## src/rtl/wb_write_arbiter_pkg.sv

```systemverilog
// Shared constants and types for the register-file write-port arbiter.
// Holds the architectural register geometry and the per-cycle grant encoding.
package wb_write_arbiter_pkg;

  localparam int XLEN       = 32;
  localparam int REG_ADDR_W = 5;
  localparam int NUM_REGS   = 32;

  localparam logic [REG_ADDR_W-1:0] ZERO_REG = '0;

  typedef enum logic [1:0] {
    GRANT_NONE = 2'd0,
    GRANT_ALU  = 2'd1,
    GRANT_LL   = 2'd2
  } grant_e;

  // x0 never appears in the busy mask, so its one-hot is all zeros.
  function automatic logic [NUM_REGS-1:0] reg_onehot(input logic [REG_ADDR_W-1:0] rd);
    logic [NUM_REGS-1:0] mask;
    mask = '0;
    if (rd != ZERO_REG) begin
      mask[rd] = 1'b1;
    end
    return mask;
  endfunction

endpackage

```

## src/rtl/wb_ll_fifo.sv

```systemverilog
// Small circular FIFO holding long-latency results (rd + data) until the port is free.
// Full/empty come from the registered count, so a freshly pushed entry is never visible the same cycle.
module wb_ll_fifo #(
  parameter int LL_DEPTH = 4,
  parameter int WIDTH    = 37
) (
  input  logic             i_clk,
  input  logic             i_rst,
  input  logic             i_en,
  input  logic             i_push,
  input  logic [WIDTH-1:0] i_wdata,
  input  logic             i_pop,
  output logic [WIDTH-1:0] o_rdata,
  output logic             o_full,
  output logic             o_empty
);
  import wb_write_arbiter_pkg::*;

  localparam int PTR_W = (LL_DEPTH > 1) ? $clog2(LL_DEPTH) : 1;
  localparam int CNT_W = PTR_W + 1;

  logic [WIDTH-1:0] mem_q [LL_DEPTH];
  logic [PTR_W-1:0] wr_ptr_q, wr_ptr_d;
  logic [PTR_W-1:0] rd_ptr_q, rd_ptr_d;
  logic [CNT_W-1:0] count_q, count_d;
  logic             push_ok;
  logic             pop_ok;

  assign o_full  = (count_q == CNT_W'(LL_DEPTH));
  assign o_empty = (count_q == '0);
  assign o_rdata = mem_q[rd_ptr_q];

  assign push_ok = i_en && i_push && !o_full;
  assign pop_ok  = i_en && i_pop && !o_empty;

  // Pointers wrap naturally because the depth is a power of two.
  always_comb begin
    wr_ptr_d = wr_ptr_q;
    rd_ptr_d = rd_ptr_q;
    count_d  = count_q;
    if (push_ok) begin
      wr_ptr_d = wr_ptr_q + PTR_W'(1);
    end
    if (pop_ok) begin
      rd_ptr_d = rd_ptr_q + PTR_W'(1);
    end
    case ({push_ok, pop_ok})
      2'b10:   count_d = count_q + CNT_W'(1);
      2'b01:   count_d = count_q - CNT_W'(1);
      default: count_d = count_q;
    endcase
  end

  always_ff @(posedge i_clk) begin
    if (i_rst) begin
      wr_ptr_q <= '0;
      rd_ptr_q <= '0;
      count_q  <= '0;
    end else begin
      wr_ptr_q <= wr_ptr_d;
      rd_ptr_q <= rd_ptr_d;
      count_q  <= count_d;
    end
  end

  always_ff @(posedge i_clk) begin
    if (push_ok) begin
      mem_q[wr_ptr_q] <= i_wdata;
    end
  end

endmodule

```

## src/rtl/wb_write_arbiter.sv

```systemverilog
// Register-file write port: merges the ALU writeback stream with buffered long-latency
// results, tracks outstanding long-latency destinations and requests ALU bubbles on starvation.
module wb_write_arbiter #(
  parameter int LL_DEPTH     = 4,
  parameter int STARVE_LIMIT = 8,
  parameter int XLEN         = 32
) (
  input  logic                                        i_clk,
  input  logic                                        i_rst,
  input  logic                                        i_clk_enable,
  input  logic                                        i_alu_valid,
  input  logic [wb_write_arbiter_pkg::REG_ADDR_W-1:0] i_alu_rd,
  input  logic [XLEN-1:0]                             i_alu_data,
  input  logic                                        i_ll_valid,
  output logic                                        o_ll_ready,
  input  logic [wb_write_arbiter_pkg::REG_ADDR_W-1:0] i_ll_rd,
  input  logic [XLEN-1:0]                             i_ll_data,
  input  logic                                        i_issue_valid,
  input  logic [wb_write_arbiter_pkg::REG_ADDR_W-1:0] i_issue_rd,
  output logic [wb_write_arbiter_pkg::NUM_REGS-1:0]   o_busy_mask,
  output logic                                        o_stall_req,
  output logic                                        o_reg_write,
  output logic [wb_write_arbiter_pkg::REG_ADDR_W-1:0] o_wr_addr,
  output logic [XLEN-1:0]                             o_wr_data
);
  import wb_write_arbiter_pkg::*;

  localparam int ENTRY_W = REG_ADDR_W + XLEN;
  localparam int CNT_W   = $clog2(STARVE_LIMIT + 1);

  logic                  fifo_full;
  logic                  fifo_empty;
  logic                  fifo_push;
  logic                  fifo_pop;
  logic [ENTRY_W-1:0]    fifo_head;
  logic [REG_ADDR_W-1:0] head_rd;
  logic [XLEN-1:0]       head_data;
  grant_e                grant;

  logic                  reg_write_q, reg_write_d;
  logic [REG_ADDR_W-1:0] wr_addr_q, wr_addr_d;
  logic [XLEN-1:0]       wr_data_q, wr_data_d;
  logic [CNT_W-1:0]      starve_q, starve_d;
  logic                  stall_q, stall_d;
  logic [NUM_REGS-1:0]   busy_q, busy_d;

  assign o_ll_ready  = !fifo_full;
  assign fifo_push   = i_ll_valid && !fifo_full;
  assign fifo_pop    = (grant == GRANT_LL);
  assign head_rd     = fifo_head[ENTRY_W-1:XLEN];
  assign head_data   = fifo_head[XLEN-1:0];

  assign o_reg_write = reg_write_q;
  assign o_wr_addr   = wr_addr_q;
  assign o_wr_data   = wr_data_q;
  assign o_stall_req = stall_q;
  assign o_busy_mask = busy_q;

  wb_ll_fifo #(
    .LL_DEPTH (LL_DEPTH),
    .WIDTH    (ENTRY_W)
  ) u_ll_fifo (
    .i_clk   (i_clk),
    .i_rst   (i_rst),
    .i_en    (i_clk_enable),
    .i_push  (fifo_push),
    .i_wdata ({i_ll_rd, i_ll_data}),
    .i_pop   (fifo_pop),
    .o_rdata (fifo_head),
    .o_full  (fifo_full),
    .o_empty (fifo_empty)
  );

  // The ALU cannot be stalled in its own cycle, so it always takes priority.
  always_comb begin
    grant = GRANT_NONE;
    if (i_alu_valid) begin
      grant = GRANT_ALU;
    end else if (!fifo_empty) begin
      grant = GRANT_LL;
    end
  end

  always_comb begin
    reg_write_d = 1'b0;
    wr_addr_d   = wr_addr_q;
    wr_data_d   = wr_data_q;
    case (grant)
      GRANT_ALU: begin
        reg_write_d = (i_alu_rd != ZERO_REG);
        wr_addr_d   = i_alu_rd;
        wr_data_d   = i_alu_data;
      end
      GRANT_LL: begin
        reg_write_d = (head_rd != ZERO_REG);
        wr_addr_d   = head_rd;
        wr_data_d   = head_data;
      end
      default: begin
        reg_write_d = 1'b0;
      end
    endcase
  end

  // Starvation only accrues while buffered work sits behind a winning ALU.
  always_comb begin
    starve_d = starve_q;
    if (fifo_empty || (grant == GRANT_LL)) begin
      starve_d = '0;
    end else if ((grant == GRANT_ALU) && (starve_q != CNT_W'(STARVE_LIMIT))) begin
      starve_d = starve_q + CNT_W'(1);
    end
    stall_d = (starve_d == CNT_W'(STARVE_LIMIT));
  end

  // A new issue to the same rd as a draining entry must leave the bit set.
  always_comb begin
    busy_d = busy_q;
    if (grant == GRANT_LL) begin
      busy_d = busy_d & ~reg_onehot(head_rd);
    end
    if (i_issue_valid) begin
      busy_d = busy_d | reg_onehot(i_issue_rd);
    end
    busy_d[0] = 1'b0;
  end

  always_ff @(posedge i_clk) begin
    if (i_rst) begin
      reg_write_q <= 1'b0;
      wr_addr_q   <= '0;
      wr_data_q   <= '0;
      starve_q    <= '0;
      stall_q     <= 1'b0;
      busy_q      <= '0;
    end else if (i_clk_enable) begin
      reg_write_q <= reg_write_d;
      wr_addr_q   <= wr_addr_d;
      wr_data_q   <= wr_data_d;
      starve_q    <= starve_d;
      stall_q     <= stall_d;
      busy_q      <= busy_d;
    end
  end

  // Decode must bubble the ALU slot once a stall has been requested.
  assert property (@(posedge i_clk) disable iff (i_rst)
    (i_clk_enable && stall_q) |-> !i_alu_valid);

endmodule
```

## config.mk

```make
export PLATFORM = sky130hd
export DESIGN_NAME = wb_write_arbiter
export DESIGN_NICKNAME = d
export VERILOG_FILES = /design/src/rtl/wb_write_arbiter_pkg.sv /design/src/rtl/wb_ll_fifo.sv /design/src/rtl/wb_write_arbiter.sv
export SDC_FILE = /design/constraint.sdc
export NUM_CORES = 1
export LEC_CHECK = 0
export ABC_AREA = 0
export CAP_MARGIN = 10
export CORE_AREA = 2 2 155 157
export CTS_CLUSTER_DIAMETER = 100
export DETAILED_ROUTE_END_ITERATION = 7
export DIE_AREA = 0 0 157 159
export GPL_TIMING_DRIVEN = 0
export SYNTH_ARGS = -nofsm -noshare
export SYNTH_HDL_FRONTEND = slang
export SYNTH_HIERARCHICAL = 1
export SYNTH_SLANG_ARGS = --single-unit
```

## constraint.sdc

```tcl
create_clock -name i_clk -period 2.3 [get_ports i_clk]
set_input_delay 0.345 -clock i_clk [delete_from_list [all_inputs] [get_ports i_clk]]
set_output_delay 0.345 -clock i_clk [all_outputs]
set_load 0.01 [all_outputs]
```

# [After elaboration in Yosys (flattened, before gate mapping)]
# Memories as Yosys holds them, arrays and structs flattened. A register that Yosys moved wholly into a read port is not among the register bits.
# Cells that the tools add are included.
[totals] mem_bits_rw=148 regBits=81 output_inout_bits=72 inputBits=85 n_memories=1
[memory_table] memory="u_ll_fifo.mem_q" depth=4 width=37 rd=1 rd_clocked_by_memory_dff=1 wr=1 line="wb_ll_fifo.sv:22" source="logic [WIDTH-1:0] mem_q [LL_DEPTH];"
[op_classes] reduce_logical=18 bitwise=3 n_mux=22 add_sub_neg=5 eq_ne=7 n_lt_le_gt_ge=4
[op_table] cell="32-bit 2-to-1 mux" count=6
[op_table] cell="32-bit one-hot mux with 2 select lines" count=1
[op_table] cell="32-bit bitwise AND" count=1
[op_table] cell="32-bit inverter" count=1
[op_table] cell="32-bit OR" count=1
[op_table] cell="5-bit nonzero test" count=3
[op_table] cell="5-bit by 6-bit < comparator with 1-bit output (second input constant)" count=2
[op_table] cell="1-bit demux with 5-bit select" count=2
[op_table] cell="5-bit by 1-bit >= comparator with 1-bit output (second input constant)" count=2
[op_table] cell="5-bit one-hot mux with 2 select lines" count=1
[op_table] cell="1-bit logical AND" count=8
[op_table] cell="2-bit 2-to-1 mux" count=4
[op_table] cell="4-bit 2-to-1 mux" count=2
[op_table] cell="3-bit one-hot mux with 2 select lines" count=1
[op_table] cell="2-bit by 1-bit adder with 2-bit output (second input constant)" count=2
[op_table] cell="4-bit by 1-bit adder with 4-bit output (second input constant)" count=1
[op_table] cell="2-bit by 1-bit equality test with 1-bit output (second input constant)" count=2
[op_table] cell="2-bit equality test (second input constant)" count=2
[op_table] cell="4-bit equality test (second input constant)" count=1
[op_table] cell="1-bit 2-to-1 mux" count=4
[op_table] cell="4-bit inequality test (second input constant)" count=1
[op_table] cell="2-bit nonzero test" count=2
[op_table] cell="3-bit by 1-bit adder with 3-bit output (second input constant)" count=1
[op_table] cell="3-bit equality test (second input constant)" count=1
[op_table] cell="other kinds (6)" count=7

# [Logic depth before layout (Yosys ltp)]
# Gate-level depths: netlist of run 1.
[logic_depth] word_depth=11 ltp_mapped=11 depth_no_buf=11

# [Hierarchy]
# Netlist of run 1, hierarchy kept.
[modules_own_cells] mod="wb_ll_fifo" area_each_um2=5869.4 n_inst=1 cells_per_inst=246
[modules_own_cells] mod="wb_write_arbiter" area_each_um2=3290.7 n_inst=1 cells_per_inst=424

# [Least setup slack after synthesis of run 1]
# No wires, ideal clock.
[synth_path] path_type="flip-flop to flip-flop" from="reg u_ll_fifo.count_q[0]" to="reg u_ll_fifo.count_q[2]" period_less_slack_ns=2.505 stages_incl_launch_ff=11 arrival_ns=2.435 setup_ns=0.070 path_slack_ns=-0.205 path_cell_list="dfxtp_1 > nor3_1 > nor2_2 > clkbuf_1 > o311a_1 > ha_1 > inv_1 > fa_1 > xor2_1 > or3_1 > a21oi_1"
[synth_via] elab_chain_cells=8 elab_cells_between_ends=18 cone_classes="add/sub: 2; eq/ne: 4; mux: 3; reduce/logical: 9"
[synth_lines] item="from (decl)" line="wb_ll_fifo.sv:25" source="logic [CNT_W-1:0] count_q, count_d;"
[synth_lines] item="from (signal assigned)" line="wb_ll_fifo.sv:62" source="count_q <= count_d;"
[synth_lines] item="3-bit logical NOT *" line="wb_ll_fifo.sv:30" source="assign o_empty = (count_q == '0);"
[synth_lines] item="net fifo_empty" line="wb_write_arbiter.sv:32" source="logic fifo_empty;"
[synth_lines] item="2-bit 2-to-1 mux *" line="wb_write_arbiter.sv:79" source="end else if (!fifo_empty) begin"
[synth_lines] item="2-bit 2-to-1 mux *" line="wb_write_arbiter.sv:77" source="if (i_alu_valid) begin"
[synth_lines] item="2-bit equality test *" line="wb_write_arbiter.sv:49" source="assign fifo_pop = (grant == GRANT_LL);"
[synth_lines] item="net fifo_pop" line="wb_write_arbiter.sv:34" source="logic fifo_pop;"
[synth_lines] item="1-bit logical AND * (2 in series)" line="wb_ll_fifo.sv:34" source="assign pop_ok = i_en && i_pop && !o_empty;"
[synth_lines] item="net u_ll_fifo.pop_ok" line="wb_ll_fifo.sv:27" source="logic pop_ok;"
[synth_lines] item="2-bit by 1-bit equality test with 1-bit output or 2-bit equality test (tied branches)" line="wb_ll_fifo.sv:47" source="case ({push_ok, pop_ok})"
[synth_lines] item="3-bit one-hot mux with 2 select lines or 2-bit nonzero test (tied branches)"
# The timed path passes the listed nets; every way through them passes the cells marked *.
# A chain may end at the register's enable or synchronous reset.

# [Final worst setup path of run 1]
[layout_path] from="reg u_ll_fifo.count_q[1]" to="reg u_ll_fifo.count_q[2]"
# The elaborated chain is that of the path after synthesis.

==> results_dict.tcl, run 1 <==
set metrics [dict create \
    outcome "complete, no violations" \
    diodes 0 \
    start_util 0.395 \
    finClkSkew_ns 0.00772 \
    ir_drop_uv 493 \
    max_slew.worst_pin.slew_ns 1.17 \
    avgSynthCellArea_um2 13.7 \
    p_per_area_nw_per_um2 759 \
    rsz0062_at_grt "no" \
    path_max_fanout 5 \
    crit_path_start_kind "flip-flop" \
    synth_area_um2 9160 \
    clk_latency_ns 0.52 \
    synth_seq_area_share 0.667 \
    yosysMostFrequentCell "edfxtp_1" \
    synthArstFlopShare 0 \
    grt_usage 0.193 \
    drive_gt1_frac 0.129 \
    synth-compound-area-share 0.106 \
    gp_congestion 0.836 \
    ys_types 50 \
    cts-root-buf "clkbuf_16" \
    synthMuxAreaShare 0.0949 \
    numPortBuffers 154 \
    io_pins 157 \
    setup_viol_count_final 0 \
    vias 6284 \
    ys.flop_type "edfxtp_1" \
    finalHoldViolCount 0 \
    synthTopCellsByArea "edfxtp_1 (49%), dfxtp_1 (18%), mux4_2 (7.4%)" \
    ant_nets 0 \
    die_area_um2 25000 \
    grt_pass1_vias 6345 \
    grt-ovfl-total 0 \
    drt-pass1-iter-count 5 \
    fillers 2012 \
    cts_buffers 25 \
    criticalPathCategory "flip-flop to flip-flop" \
    cts.clk_slew.worst_paths_ns 0.06 \
    vias_per_cell 5.23 \
    cp_data_arrival_time_ns 2.61 \
    routedWlPerCell_um 20.1 \
    hpwl_um 16500 \
    synth_cells 670 \
    ys_top_cells_by_count "edfxtp_1 (148), dfxtp_1 (83), nand2_1 (79)" \
    synth-adder-area-share 0.0117 \
    yosys.area.top_type "edfxtp_1" \
    yosysWarningCount 6 \
    remaining_drc_errors 0 \
    cts.sinks 231 \
    power.total_mw 9.17 \
    num_rows 56 \
    synth-xor-area-share 0.00382 \
    maxCapViolCount 0 \
    leakagePower_nw 3.86 \
    whs_ns 0.347 \
    fp.dieW_um 157 \
    maxSlewHeadroom 0.216 \
    synth_nets 763 \
    finalCriticalPeriod_ns 2.17 \
    synth_top_area_share 0.485 \
    htreeDepth 1 \
    drt-initial-drc-count 416 \
    cts_buffer_depth 3 \
    cts_tree "yes" \
    core_um2 23200 \
    drt_wl_total_um 24100 \
    area_delta_synth_final_pct 31.9 \
    end_kind "flip-flop" \
    hold_path.class "primary input to flip-flop" \
    cp_data_required_time_ns 2.74 \
    grt_max_degree 29 \
    synthSimpleGateAreaFrac 0.0866 \
    nets 956 \
    die_h_um 159 \
    ys_seq_elements 231 \
    synth_top_family_by_area "compound AO/OA/AOI/OAI gates" \
    report.final.slew_viol_count 0 \
    finalCritPeriodShare 0.942 \
    antenna_found_initial 0 \
    max_freq_ghz 0.462 \
    synth_edf_count 148 \
    grt_pass1_wl_um 36900 \
]
[path summary, 6_finish.rpt]
path / cells past startpoint / slack, ns / end / from
setup / recovery: 10 / 0.13 / u_ll_fifo/count_q[2] / u_ll_fifo/count_q[1]
hold / removal: 4 / 0.35 / o_stall_req / i_alu_valid
setup reg to reg: 10 / 0.13 / u_ll_fifo/count_q[2] / u_ll_fifo/count_q[1]
hold reg to reg: 2 / 0.48 / o_busy_mask[12] / o_busy_mask[12]
[layer usage]
layer / vias to the layer above / GRT usage / routed length [um]
met1: 3078 / 0.266 / 10500
li1: 2933 / - / -
met2: 233 / 0.320 / 11500
met4: 0 / 0.0488 / 567
met3: 40 / 0.0299 / 1510
met5: - / 0 / 0
[metrics by stage]
stage / instance area, um2 / util / setup WS (ns) / cells / setup TNS [ns]
floorplan: 9190 / - / 0.0172 / 670 / 0
global placement: 11100 / 0.480 / -1.40 / 1143 / -211.39
detailed placement: 11200 / 0.484 / -0.438 / 1147 / -46.09
CTS: 12000 / 0.519 / 0.0233 / 1197 / 0
global route: 12100 / 0.521 / 0.00253 / 1201 / 0
finish: 12100 / 0.521 / 0.134 / 1201 / 0
[worst max-delay path: stages (launching register included)]
cell	delay, ns
dfxtp_4	0.40
nor3_4	0.08
nor2_4	0.11
clkbuf_8	0.15
o311a_4	0.23
ha_4	0.14
inv_1	0.04
fa_1	0.37
xor2_1	0.15
or3_1	0.32
a21oi_2	0.11
[timing repair]
| item | 4_1_cts | 5_1_grt |
|---|---|---|
| cloned | 0 | 0 |
| setup endpoints to repair | 2 | 35 |
| hold buffers | 0 | 0 |
| pin swaps | 1 | 3 |
| resized for setup | 7 | 10 |
| buffers inserted | 4 | 4 |
[state kept, by name (all words and copies together), names as in the netlist, named ones only]
signal              cells
u_ll_fifo/mem_q       148
o_wr_data              32
o_busy_mask            31
o_wr_addr               5
starve_q                4
u_ll_fifo/count_q       3
u_ll_fifo/rd_ptr_q      2
u_ll_fifo/wr_ptr_q      2
o_reg_write             1
o_stall_req             1
[cells by family (layout without fill, tap and decap cells)]
logic type / after synthesis / count (layout)
muxes: 38 / 38
xor gates and xnor gates: 4 / 4
DFF: 231 / 231
other: 1 / 1
buffers and inverters: 52 / 264
and+or+nand+nor: 177 / 177
AOI/OAI and AO/OA: 159 / 159
adders and majority gates: 8 / 8
[layout make-up]
| type | count | area (um2) | share of cell area |
|---|---|---|---|
| Buffer | 40 | 244 | 0.0202 |
| Clock buffer | 38 | 714 | 0.0592 |
| Clock inverter | 8 | 38.8 | 0.00321 |
| Inverter | 12 | 45.0 | 0.00373 |
| Multi-Input combinational cell | 387 | 2830 | 0.234 |
| Sequential cell | 231 | 6120 | 0.506 |
| Tap cell | 319 | 399 | 0.0330 |
| Timing Repair Buffer | 166 | 1690 | 0.140 |
[report_power, final]
| part | internal (mW) | switching, mW | total [mW] | leakage (nW) |
|---|---|---|---|---|
| sequential | 4.54 | 0.0651 | 4.60 | 2.02 |
| combinational | 0.424 | 0.467 | 0.891 | 1.46 |
| clock | 2.13 | 1.55 | 3.68 | 0.370 |
[cells in the final DEF, fill, tap and decap left out, types with 3 or more instances in the layout]
cell type and n:
dfxtp_1 80, nor2_1 53, and2_2 4, clkbuf_8 5, clkdlybuf4s50_1 154, mux4_2 32
buf_1 3, clkinv_1 4, edfxtp_1 148, buf_2 8, clkbuf_1 28, a21oi_1 37
a311oi_1 38, dfxtp_4 3, o21ai_0 74, buf_4 9, ha_1 6, nand3b_1 4
nor3_1 4, buf_12 6, clkinv_2 3, mux4_1 5, inv_1 12, clkbuf_16 25
nand2_1 78, nor3b_1 3, nor2b_1 6, nand3_1 7
(Power assumes the default switching activity.)
==> inputs of run 2 (changes only) <==
--- a/config.mk
+++ b/config.mk
@@ -8,6 +8,7 @@
 export ABC_AREA = 0
 export CAP_MARGIN = 10
 export CORE_AREA = 2 2 155 157
+export CTS_BUF_LIST = sky130_fd_sc_hd__clkbuf_4 sky130_fd_sc_hd__clkbuf_8
 export CTS_CLUSTER_DIAMETER = 100
 export DETAILED_ROUTE_END_ITERATION = 7
 export DIE_AREA = 0 0 157 159
==> run 2 against run 1 <==
- first-iteration DRC count up 8.2%
- clock power up 10%
- worst setup slack better by 0.0062 ns
- cell area up 1.1%
- global-route usage up 0.22 points
- combinational power about the same
- flip-flop and latch count unchanged
- register-to-register slack about the same
- routed wire length up 1.4%
- critical path depth unchanged
- non-clock buffer count down 1
- cell count up 2.5%
- critical endpoint unchanged
- largest cell class unchanged
==> results_dict.tcl, run 2 (same netlist as run 1, synthesis figures left out) <==
set metrics [dict create \
    outcome "complete, no violations" \
    start_util 0.395 \
    pwr-share-comb 0.093 \
    hpwl_um 16500 \
    finalCriticalPeriod_ns 2.16 \
    io_pins 157 \
    rsz0062_at_grt "no" \
    largest_reg_flops 148 \
    end_kind "flip-flop" \
    die_area_um2 25000 \
    hold_buffers 0 \
    min-delay-start "i_alu_valid" \
    clk_latency_ns 0.53 \
    grt_pass1_vias 6539 \
    hold_path.class "primary input to flip-flop" \
    path_max_fanout 5 \
    setup.worst_path.start "u_ll_fifo/count_q[0]" \
    use_met3 0.0335 \
    finalHoldViolCount 0 \
    area_delta_synth_final_pct 33.4 \
    die_h_um 159 \
    remaining_drc_errors 0 \
    top_usage_layer "met2" \
    cts.clk_slew.worst_paths_ns 0.06 \
    criticalPathCategory "flip-flop to flip-flop" \
    worstPathCellList "nor3_4 -> nor2_4 -> clkbuf_8 -> o311a_4 -> ha_4 -> inv_1 -> fa_1 -> xor2_1 -> or3_1 -> a21oi_2" \
    gp_congestion 0.836 \
    vias 6413 \
    power_switching_mw 2.18 \
    max_freq_ghz 0.463 \
    vias_per_cell 5.21 \
    drt-initial-drc-count 450 \
    fp.dieW_um 157 \
    post-place-ws_ns -0.438 \
    cts-root-buf "clkbuf_8" \
    grt-ovfl-total 0 \
    finClkSkew_ns 0.0188 \
    ant_nets 0 \
    setup_ws_ns 0.140 \
    ir_drop_uv 561 \
    grt_max_degree 29 \
    crit_slowest_cell "dfxtp_4" \
    p_per_area_nw_per_um2 782 \
    cts.sinks 231 \
    finalCritPeriodShare 0.939 \
    max_slew.worst_pin.slew_ns 1.14 \
    cp_data_required_time_ns 2.76 \
    diodes 0 \
    seq_power_share 0.482 \
    grt_util_met1 0.263 \
    rr_startpoint "u_ll_fifo/count_q[0]" \
    routedWlPerCell_um 19.8 \
    crit_path_start_kind "flip-flop" \
    final_cell_mix "clkdlybuf4s50_1 (154), edfxtp_1 (148), dfxtp_1 (80)" \
    cpPeakStageDelay_ns 0.39 \
    power.total_mw 9.55 \
    multi_input_area_um2 2830 \
    seqCellArea_um2 6120 \
    htreeDepth 2 \
    report.final.slew_viol_count 0 \
    drt-pass1-iter-count 5 \
    numPortBuffers 154 \
    antenna_found_initial 0 \
    drt_wl_total_um 24400 \
    maxCapViolCount 0 \
    num_rows 56 \
    fillers 2010 \
    regMostFlops "u_ll_fifo/mem_q" \
    grt_usage 0.195 \
    p_int_mw 7.37 \
    swShare 0.229 \
    grt_pass1_wl_um 37000 \
    use_met2 0.321 \
    cts_tree "yes" \
    leakagePower_nw 3.95 \
    cp_data_arrival_time_ns 2.62 \
    core_um2 23200 \
    setup_viol_count_final 0 \
    maxSlewHeadroom 0.232 \
    clkPwrFrac 0.425 \
    drive_gt1_frac 0.164 \
    cts_buffers 42 \
    nets 972 \
    cts_buffer_depth 3 \
    layout_commonest_cell "clkdlybuf4s50_1" \
]
==> run 2: cell types whose count changed in the layout (fill, tap and decap cells not counted), sizes merged <==
cell      before  now
inv           13   12
clkinv         7   11
clkinvlp       0    1
bufinv         0    2
buf           29   28
clkbuf        61   86
==> run 2: final timing paths <==
kind / depth (start not counted) / slack, ns / to
max: 10 / 0.14 / u_ll_fifo/count_q[2]
min: 4 / 0.32 / o_stall_req
max reg2reg: 10 / 0.14 / u_ll_fifo/count_q[2]
min reg2reg: 2 / 0.48 / o_busy_mask[12]
==> run 2: power groups by stage <==
stage                     logic, mW  clock network, mW  registers [mW]
after floorplan               0.355                  0            4.71
after global placement        0.857                  0            4.69
after detailed placement      0.872                  0            4.69
after CTS                     0.884               4.14            4.61
after global routing          0.963               4.32            4.62
final                         0.889               4.05            4.61
==> run 2: layout make-up <==
type | count | area share
Multi-Input combinational cell | 387 | 0.232
Clock buffer | 63 | 0.0643
Tap cell | 319 | 0.0327
Inverter | 12 | 0.00369
Sequential cell | 231 | 0.501
Timing Repair Buffer | 165 | 0.138
Clock inverter | 14 | 0.00922
Buffer | 40 | 0.0200
==> run 2: per-stage QoR <==
stage | utilization | hold WS, ns | cells | TNS [ns] | instance area, um2
final | 0.527 | 0.317 | 1231 | 0 | 12200
after detailed placement | 0.484 | 0.471 | 1147 | -46.09 | 11200
after global placement | 0.480 | 0.466 | 1143 | -211.39 | 11100
after floorplan | - | 0.444 | 670 | 0 | 9190
after global routing | 0.527 | 0.338 | 1231 | 0 | 12200
after CTS | 0.525 | 0.291 | 1228 | 0 | 12200
==> run 2: what timing repair did <==
action | in CTS | in global routing
buffers inserted | 4 | 3
pin swaps | 1 | 3
endpoints found under the setup margin | 2 | 36
gates resized for setup | 8 | 10
==> run 2: layer usage <==
metal  routed length [um]  share of wire  up-vias
li1                     -              -     2982
met2                11700           0.48      223
met5                    0              0        -
met4                  593          0.024        0
met1                10600           0.44     3167
met3                 1510          0.062       41
==> run 2: worst max-delay path: cells and delay by family (launching register included) <==
kind | cells | cell delay [ns]
AO/OA/AOI/OAI | 2 | 0.33
XOR/XNOR | 1 | 0.15
adder cells (fa/ha/maj) | 2 | 0.51
buffers and inverters | 2 | 0.19
flip-flops | 1 | 0.39
AND/OR/NAND/NOR | 3 | 0.51
==> inputs of run 3 (changes only) <==
--- a/config.mk
+++ b/config.mk
@@ -8,11 +8,10 @@
 export ABC_AREA = 0
 export CAP_MARGIN = 10
 export CORE_AREA = 2 2 155 157
-export CTS_BUF_LIST = sky130_fd_sc_hd__clkbuf_4 sky130_fd_sc_hd__clkbuf_8
+export CTS_BUF_LIST = sky130_fd_sc_hd__clkbuf_16
 export CTS_CLUSTER_DIAMETER = 100
 export DETAILED_ROUTE_END_ITERATION = 7
 export DIE_AREA = 0 0 157 159
-export GPL_TIMING_DRIVEN = 0
 export SYNTH_ARGS = -nofsm -noshare
 export SYNTH_HDL_FRONTEND = slang
 export SYNTH_HIERARCHICAL = 1
==> run 3 against run 2 <==
- routed wire length shrank 8.0%
- flip-flop and latch count is the same
- critical path depth shrank 5
- critical path type is now flip-flop to output pin
- critical endpoint is now o_ll_ready
- largest cell class unchanged
==> results_dict.tcl, run 3 (same netlist as run 1, synthesis figures left out) <==
set metrics [dict create \
    outcome "complete, no violations" \
    leakagePower_nw 3.90 \
    seq_power_share 0.494 \
    p_per_area_nw_per_um2 774 \
    report.final.slew_viol_count 0 \
    start_util 0.395 \
    drt-pass1-iter-count 5 \
    cts_tree "yes" \
    nets 936 \
    num_rows 56 \
    die_area_um2 25000 \
    hpwl_um 15100 \
    drive_gt1_frac 0.138 \
    grt_max_degree 63 \
    cp_data_required_time_ns 1.96 \
    ir_drop_uv 411 \
    max_freq_ghz 0.451 \
    regMostFlops "u_ll_fifo/mem_q" \
    htreeDepth 1 \
    gp_congestion 0.851 \
    drt_wl_total_um 22500 \
    io_pins 157 \
    area_delta_synth_final_pct 31.4 \
    setup_viol_count_final 0 \
    clkPwrFrac 0.415 \
    final_area_um2 12000 \
    numPortBuffers 155 \
    cts-root-buf "clkbuf_16" \
    drt-initial-drc-count 458 \
    die_h_um 159 \
    fp.dieW_um 157 \
    finalCriticalPeriod_ns 2.22 \
    finalHoldViolCount 0 \
    finalCritPeriodShare 0.965 \
    end_kind "output pin" \
    fillers 1957 \
    layout_commonest_cell "clkdlybuf4s50_1" \
    cts_buffer_depth 3 \
    ant_nets 0 \
    cp_data_arrival_time_ns 1.87 \
    remaining_drc_errors 0 \
    hold_buffers 0 \
    stdcell_count 1180 \
    fin_tns_setup_ns 0 \
    grt_pass1_wl_um 35200 \
    maxSlewHeadroom 0.654 \
    grt-ovfl-total 0 \
    rsz0062_at_grt "yes" \
    diodes 0 \
    cts.sinks 231 \
    grt_usage 0.181 \
    maxCapViolCount 0 \
    swShare 0.220 \
    routedWlPerCell_um 19.0 \
    cts_buffers 25 \
    max_slew.worst_pin.slew_ns 0.519 \
    dp.cells 1134 \
    cts.clk_slew.worst_paths_ns 0.06 \
    hold_path.class "primary input to flip-flop" \
    setup_ws_ns 0.0812 \
    criticalPathCategory "flip-flop to output pin" \
    post-place-ws_ns -0.0781 \
    pwr-share-comb 0.091 \
    final_cell_mix "clkdlybuf4s50_1 (153), edfxtp_1 (148), nand2_1 (79), dfxtp_1 (79), o21ai_0 (74)" \
    dpl-instance-area_um2 11200 \
    largest_reg_flops 148 \
    core_um2 23200 \
    finClkSkew_ns 0.0168 \
    antenna_found_initial 0 \
    crit_path_start_kind "flip-flop" \
    vias_per_cell 5.27 \
    clk_latency_ns 0.51 \
    vias 6221 \
    p_int_mw 7.26 \
    power_switching_mw 2.05 \
    path_max_fanout 5 \
    grt_pass1_vias 6547 \
]
run 3: changes by cell type in the layout (fill, tap and decap cells not counted), moves of 3 or more:
| cell | before | now |
|---|---|---|
| clkbuf_16 | 0 | 25 |
| buf_1 | 3 | 0 |
| clkbuf_8 | 51 | 0 |
| dfxtp_2 | 0 | 4 |
| clkbuf_4 | 14 | 0 |
| buf_4 | 8 | 24 |
| dfxtp_4 | 3 | 0 |
| buf_2 | 8 | 2 |
| clkinv_1 | 8 | 2 |
| clkbuf_1 | 19 | 0 |
| inv_1 | 11 | 16 |
run 3: worst paths after layout:
check,startpoint,cells after the start,endpoint,slack (ns)
setup / recovery,u_ll_fifo/count_q[0],5,o_ll_ready,0.08
hold / removal,i_rst,2,flip-flop,0.27
setup reg to reg,u_ll_fifo/count_q[0],11,u_ll_fifo/count_q[2],0.12
hold reg to reg,o_busy_mask[16],2,o_busy_mask[16],0.48
run 3: power by group through the flow:
stage / Sequential [mW] / Combinational, mW / Clock [mW]
2_1_floorplan: 4.71 / 0.355 / 0
3_3_place_gp: 4.68 / 0.829 / 0
3_5_place_dp: 4.69 / 0.847 / 0
6_report: 4.60 / 0.844 / 3.87
4_1_cts: 4.60 / 0.851 / 3.96
5_1_grt: 4.61 / 0.917 / 4.12
run 3: worst max-delay path, cell delays in order, from the launching register on:
cell and delay, ns:
dfxtp_2 0.36, nor3b_2 0.23, buf_4 0.15, buf_4 0.12
inv_1 0.04, clkdlybuf4s50_1 0.47
run 3: layout make-up:
class / count / area [um2] / share of cell area
multi-input combinational: 387 / 2820 / 0.234
tap: 319 / 399 / 0.0332
timing repair buffer: 186 / 1860 / 0.155
clock inverter: 20 / 171 / 0.0142
clock buffer: 25 / 626 / 0.0520
inverter: 12 / 45.0 / 0.00374
sequential: 231 / 6110 / 0.508
run 3: layer usage:
metal,share of wire,vias to the layer above,wire length (um),global-route usage
met5,0,-,0,0
met4,0.022,0,498,0.0534
met3,0.064,42,1450,0.0335
met2,0.49,217,11000,0.309
met1,0.43,3061,9560,0.234
li1,-,2901,-,-
run 3: metrics by stage:
step	hold WS, ns	power [mW]	util
6_report	0.270	9.31	0.519
5_1_grt	0.284	9.65	0.519
4_1_cts	0.259	9.42	0.519
3_5_place_dp	0.468	5.54	0.484
3_3_place_gp	0.464	5.51	0.484
2_1_floorplan	0.444	5.06	-
run 3: what timing repair did:
item,in CTS,in global routing
resized for setup,0,1
buffers inserted,0,1
setup endpoints to repair,0,2
